### config.mk
export PLATFORM = sky130hd
export DESIGN_NAME = packet_injector_flat
export DESIGN_NICKNAME = d
export VERILOG_FILES = /design/src/rtl/packet_injector_if.sv /design/src/rtl/packet_injector.sv /design/src/flat_wrapper.sv
export SDC_FILE = /design/constraint.sdc
export NUM_CORES = 1
export LEC_CHECK = 0
export ABC_AREA = 1
export BUFFER_PORTS_ARGS = -buffer_cell sky130_fd_sc_hd__buf_2
export CAP_MARGIN = 10
export CORE_MARGIN = 5
export CORE_UTILIZATION = 46
export CTS_CLUSTER_DIAMETER = 120
export DETAILED_ROUTE_END_ITERATION = 8
export PLACE_DENSITY = 0.76
export SYNTH_ARGS = -nofsm -noshare
export SYNTH_HDL_FRONTEND = slang
export SYNTH_SLANG_ARGS = --single-unit
### constraint.sdc
create_clock -name nocclk -period 2.7 [get_ports nocclk]
set_input_delay 0.135 -clock nocclk [delete_from_list [all_inputs] [get_ports nocclk]]
set_output_delay 0.135 -clock nocclk [all_outputs]
set_load 0.05 [all_outputs]
### src/rtl/packet_injector_if.sv
// CPU request/payload and NoC flit link bundle for the packet injector.
// slave = injector side, master = CPU + router side.
interface packet_injector_if;
  logic        req_valid;
  logic        req_ready;
  logic [7:0]  req_dst;
  logic [5:0]  req_len;
  logic        data_valid;
  logic        data_ready;
  logic [31:0] data;
  logic        flit_out_valid;
  logic        flit_out_ready;
  logic [63:0] flit_out;
  logic        len_err;
  logic        busy;
  logic [15:0] pkt_count;

  modport slave (
    input  req_valid, req_dst, req_len, data_valid, data, flit_out_ready,
    output req_ready, data_ready, flit_out_valid, flit_out, len_err, busy, pkt_count
  );

  modport master (
    output req_valid, req_dst, req_len, data_valid, data, flit_out_ready,
    input  req_ready, data_ready, flit_out_valid, flit_out, len_err, busy, pkt_count
  );
endinterface

### src/rtl/packet_injector.sv
// Segments CPU packet requests into head/body/tail flits on a single
// registered NoC output, stamping src/dst/pkt_id/seq on every flit.
module packet_injector #(
  parameter logic [7:0] NODE_ID = 8'h00,
  parameter int         MAX_LEN = 32
) (
  input logic nocclk,
  input logic rst,
  packet_injector_if.slave bus
);
  localparam logic [5:0] MAX_LEN_L = 6'(MAX_LEN);

  // The head flit is loaded the cycle a request is accepted; BODY then takes
  // payload words as the previous flit leaves, giving one flit per cycle.
  typedef enum logic {IDLE, BODY} state_e;

  state_e      state_q, state_d;
  logic        vld_q, vld_d;
  logic [63:0] flit_q, flit_d;
  logic        last_q, last_d;
  logic        len_err_q, len_err_d;
  logic [15:0] cnt_q, cnt_d;
  logic [7:0]  id_q, id_d;
  logic [7:0]  dst_q, dst_d;
  logic [5:0]  len_q, len_d;
  logic [5:0]  seq_q, seq_d;

  logic       adv, xfer, done, req_acc, dat_acc, tail;
  logic [7:0] id_nx;
  logic [5:0] seq_nx;

  always_comb begin
    adv     = !vld_q || bus.flit_out_ready;
    xfer    = vld_q && bus.flit_out_ready;
    done    = xfer && last_q;
    id_nx   = id_q + {7'd0, done};
    req_acc = (state_q == IDLE) && adv && bus.req_valid;
    dat_acc = (state_q == BODY) && adv && bus.data_valid;
    seq_nx  = seq_q + 6'd1;
    tail    = (seq_nx == len_q);

    state_d   = state_q;
    vld_d     = vld_q;
    flit_d    = flit_q;
    last_d    = last_q;
    len_err_d = 1'b0;
    cnt_d     = cnt_q;
    id_d      = id_q;
    dst_d     = dst_q;
    len_d     = len_q;
    seq_d     = seq_q;

    if (xfer) begin
      vld_d  = 1'b0;
      last_d = 1'b0;
    end

    if (req_acc) begin
      if (bus.req_len > MAX_LEN_L) begin
        len_err_d = 1'b1;
      end else begin
        dst_d   = bus.req_dst;
        len_d   = bus.req_len;
        seq_d   = 6'd0;
        vld_d   = 1'b1;
        last_d  = (bus.req_len == 6'd0);
        // id_nx: a new head may load in the same cycle the previous tail leaves
        flit_d  = {(bus.req_len == 6'd0) ? 2'b11 : 2'b00, NODE_ID, bus.req_dst,
                   id_nx, 6'd0, 26'd0, bus.req_len};
        state_d = (bus.req_len == 6'd0) ? IDLE : BODY;
      end
    end

    if (dat_acc) begin
      seq_d  = seq_nx;
      vld_d  = 1'b1;
      last_d = tail;
      flit_d = {tail ? 2'b10 : 2'b01, NODE_ID, dst_q, id_q, seq_nx, bus.data};
      if (tail) state_d = IDLE;
    end

    if (done) begin
      id_d  = id_nx;
      cnt_d = cnt_q + 16'd1;
    end
  end

  always_ff @(posedge nocclk or posedge rst) begin
    if (rst) begin
      state_q   <= IDLE;
      vld_q     <= 1'b0;
      flit_q    <= '0;
      last_q    <= 1'b0;
      len_err_q <= 1'b0;
      cnt_q     <= '0;
      id_q      <= '0;
      dst_q     <= '0;
      len_q     <= '0;
      seq_q     <= '0;
    end else begin
      state_q   <= state_d;
      vld_q     <= vld_d;
      flit_q    <= flit_d;
      last_q    <= last_d;
      len_err_q <= len_err_d;
      cnt_q     <= cnt_d;
      id_q      <= id_d;
      dst_q     <= dst_d;
      len_q     <= len_d;
      seq_q     <= seq_d;
    end
  end

  assign bus.req_ready      = (state_q == IDLE) && adv;
  assign bus.data_ready     = (state_q == BODY) && adv;
  assign bus.flit_out_valid = vld_q;
  assign bus.flit_out       = flit_q;
  assign bus.len_err        = len_err_q;
  assign bus.busy           = (state_q != IDLE) || vld_q;
  assign bus.pkt_count      = cnt_q;
endmodule

### src/flat_wrapper.sv
// flat-port wrapper written by rule: the top's interface ports become plain ports
module packet_injector_flat 
#(
  parameter logic [7:0] NODE_ID = 8'h00,
  parameter int         MAX_LEN = 32
)
  (nocclk, rst, bus_req_valid, bus_req_dst, bus_req_len, bus_data_valid, bus_data, bus_flit_out_ready, bus_req_ready, bus_data_ready, bus_flit_out_valid, bus_flit_out, bus_len_err, bus_busy, bus_pkt_count);
  packet_injector_if bus_i ();
  input logic nocclk;
  input logic rst;
  input wire logic [$bits(bus_i.req_valid)-1:0] bus_req_valid;
  input wire logic [$bits(bus_i.req_dst)-1:0] bus_req_dst;
  input wire logic [$bits(bus_i.req_len)-1:0] bus_req_len;
  input wire logic [$bits(bus_i.data_valid)-1:0] bus_data_valid;
  input wire logic [$bits(bus_i.data)-1:0] bus_data;
  input wire logic [$bits(bus_i.flit_out_ready)-1:0] bus_flit_out_ready;
  output wire logic [$bits(bus_i.req_ready)-1:0] bus_req_ready;
  output wire logic [$bits(bus_i.data_ready)-1:0] bus_data_ready;
  output wire logic [$bits(bus_i.flit_out_valid)-1:0] bus_flit_out_valid;
  output wire logic [$bits(bus_i.flit_out)-1:0] bus_flit_out;
  output wire logic [$bits(bus_i.len_err)-1:0] bus_len_err;
  output wire logic [$bits(bus_i.busy)-1:0] bus_busy;
  output wire logic [$bits(bus_i.pkt_count)-1:0] bus_pkt_count;
  assign bus_i.req_valid = bus_req_valid;
  assign bus_i.req_dst = bus_req_dst;
  assign bus_i.req_len = bus_req_len;
  assign bus_i.data_valid = bus_data_valid;
  assign bus_i.data = bus_data;
  assign bus_i.flit_out_ready = bus_flit_out_ready;
  assign bus_req_ready = bus_i.req_ready;
  assign bus_data_ready = bus_i.data_ready;
  assign bus_flit_out_valid = bus_i.flit_out_valid;
  assign bus_flit_out = bus_i.flit_out;
  assign bus_len_err = bus_i.len_err;
  assign bus_busy = bus_i.busy;
  assign bus_pkt_count = bus_i.pkt_count;
  packet_injector #(.NODE_ID(NODE_ID), .MAX_LEN(MAX_LEN)) u_core (.nocclk(nocclk), .rst(rst), .bus(bus_i));
endmodule
==> results.ini <==
[routing]
drc=0
postRouteAntennaNets=0
route.met2.wl_um=5540
wirelength_um=10800
routed_via_density=4.97
topRoutingLayerUsed=met4
wl_met3_um=565
dr.pass1.iters=6
m1WireLength_um=4550
wl_per_cell_um=14.6
route.vias.total=3676
drt_iter0_markers=158

[global_route]
grt_util_all_layers_pct=19.0
grt_pass1_wl_um=17700
overflow=0
grt_pass1_vias=3776
grt_antenna_before_repair=1
grt_start_max_net_pins=63

[finish]
final_common_cell=buf_2
final_cell_mix=127 x buf_2, 111 x nand2_1, 98 x dfrtp_1
final_util_pct=59.5
syn2layout_area_growth_pct=25.9
drive_above_1_share_pct=28.0
final_area_sq_um=5530
num-fill-cells=821
nets=660

[cts]
cts_resized=0
htree_levels=3
cts_root_buf=clkbuf_8
cts_num_sinks=98
clk-insertion-delay-late_ps=360
clk_pin_slew_ps=100
clockBufferDepth=2
cts_tree=yes
cts_buffers=9

[synth]
yosys.area.top_type=dfrtp_1
syn_inst=458
ys.flop_type=dfrtp_1
synth_area_leaders=dfrtp_1 56%, nand2_1 9.5%, a22o_1 5.2%
synth.avg_cell_area_sq_um=9.59
yosysWarnings=0
yosysUniqueCellTypes=35
synth_top_area_share_pct=55.9
seq_area_frac_synth_pct=55.9
synth_edf_count=0
ys_ff_latch=98
async_reset_ff_share_pct=100
synthesis.area_sq_um=4390

[sta]
tightest_slew_ps=763
fin_ws_ps=754
rsz0062_at_grt=no
fin_crit_ps=1950
max_freq_ghz=0.514
maxSlewHeadroom_pct=49.1
final-max-slew-violation-count=0
setup_tns_ps=0
finClkSkew_ps=15.1
finalSetupViolCount=0
post-route-period-util_pct=72.1
hold_viol=0

[power_and_ir_drop]
leakage_nw=2.96
powerDensity_nw_per_um2=1210
ir_worst_vdd_mv=0.487

[placement]
place_congestion=0.829
io_buffers=127
hpwlAfterDp_um=7840
place_area_sq_um=5120
pre_cts_ws_ps=763

[setup_path]
cp-end-kind=register
cp_max_fo=14
crit_required_ps=2960
cp-start-kind=register
cp.arrival_ps=2210
reg2reg_depth=9
critical_path_class=register to register

[die]
num_io_pins=136
rows=35
die_area_sq_um=11600
die_w_um=108
initial_utilization_pct=47.3
die_h_um=108
core_area_sq_um=9280

[status]
run_status=finished clean

[flow_run]
cap_violations=0

[min_path]
holdPathStages=3
min_path_type=primary input to register

[state kept, by name (all words and copies together), names as in the netlist]
name                       count
u_core.bus.flit_out_valid      1
u_core.state_q                 1
u_core.bus.len_err             1
u_core.seq_q                   5
u_core.bus.pkt_count          16
u_core.last_q                  1
u_core.dst_q                   8
u_core.bus.flit_out           51
u_core.id_q                    8
u_core.len_q                   6
[worst max-delay path, stage by stage, from the launching register on]
cell	delay, ps
dfrtp_1	410
nand3_2	270
clkinv_1	140
ha_1	170
ha_1	190
nand3_1	120
nor3_1	190
xor2_1	210
nand2_1	70
o21ai_0	100
[synthesized netlist by cell type, types with 2 or more instances]
| library cell | count |
|---|---|
| o211ai_1 | 3 |
| ha_1 | 4 |
| clkinv_1 | 2 |
| nor3_1 | 5 |
| buf_4 | 8 |
| o211ai_2 | 7 |
| dfrtp_1 | 98 |
| inv_1 | 38 |
| nor2_1 | 39 |
| buf_2 | 7 |
| xnor2_1 | 3 |
| clkbuf_1 | 4 |
| nor2_2 | 3 |
| nand2_4 | 2 |
| xor2_1 | 18 |
| a22o_1 | 26 |
| buf_6 | 3 |
| inv_2 | 3 |
| a22oi_2 | 2 |
| nand4_1 | 5 |
| nand3_2 | 2 |
| nand3_1 | 21 |
| o21ai_0 | 27 |
| nand2_1 | 111 |
| o22ai_1 | 7 |
[final cells by class]
| class | instances | area (sq um) | share of cell area, % |
|---|---|---|---|
| flip-flops and latches | 98 | 2450 | 44.4 |
| multi-input cells | 300 | 1640 | 29.7 |
| repair buffers | 153 | 891 | 16.1 |
| inverters | 43 | 164 | 2.97 |
| well taps | 129 | 161 | 2.92 |
| clock buffers | 10 | 128 | 2.31 |
| clock inverters | 6 | 88.8 | 1.61 |
| diodes | 1 | 2.50 | 0.0453 |
[power by group]
| group | switching (W) | total, W | internal, W |
|---|---|---|---|
| clock | 0.000503 | 0.00103 | 0.000524 |
| sequential | 0.000350 | 0.00236 | 0.00201 |
| combinational | 0.00246 | 0.00329 | 0.000828 |
| total | 0.00332 | 0.00668 | 0.00336 |
[stage by stage]
| stage | hold slack [ps] | instances | power (W) |
|---|---|---|---|
| 2_1_floorplan | 264 | 465 | 0.00489 |
| 3_3_place_gp | 314 | 704 | 0.00558 |
| 3_5_place_dp | 331 | 704 | 0.00567 |
| 4_1_cts | 0.904 | 734 | 0.00673 |
| 5_1_grt | 0.779 | 739 | 0.00705 |
| 6_report | 9.68 | 740 | 0.00668 |
[final timing paths]
check                                          startpoint                 endpoint  slack (ps)
worst max-delay path            u_core.bus.flit_out_valid           u_core.id_q[6]         750
worst min-delay path                       bus_req_dst[7]          u_core.dst_q[7]          10
worst max register to register  u_core.bus.flit_out_valid           u_core.id_q[6]         750
worst min register to register    u_core.bus.flit_out[62]  u_core.bus.flit_out[62]         490
max in group asynchronous                             rst  u_core.bus.flit_out[27]        1430
min in group asynchronous                             rst  u_core.bus.flit_out[20]         440
[cells by family (layout without fill, tap and decap cells)]
logic type                 after synthesis  after routing  synth area share [%]
and+or+nand+nor                        192            192                  18.6
DFF                                     98             98                  55.9
AOI/OAI and AO/OA                       75             75                  12.7
buffers and inverters                   67            212                  7.38
xor gates and xnor gates                21             21                  4.19
adders and majority gates                4              4                  1.14
other                                    1              9                0.0854
[timing repair]
item,4_1_cts,5_1_grt
hold buffers,14,5
endpoints found under the hold margin,73,5
endpoints found under the setup margin,0,0
setup buffers,0,0
[layer usage]
metal | vias up | global-route usage, %
met1 | 1781 | 22.6
met4 | 0 | 5.86
met5 | - | 0
met2 | 102 | 33.5
met3 | 12 | 4.86
li1 | 1781 | -
Note: power is estimated with default switching activity, not from simulation.
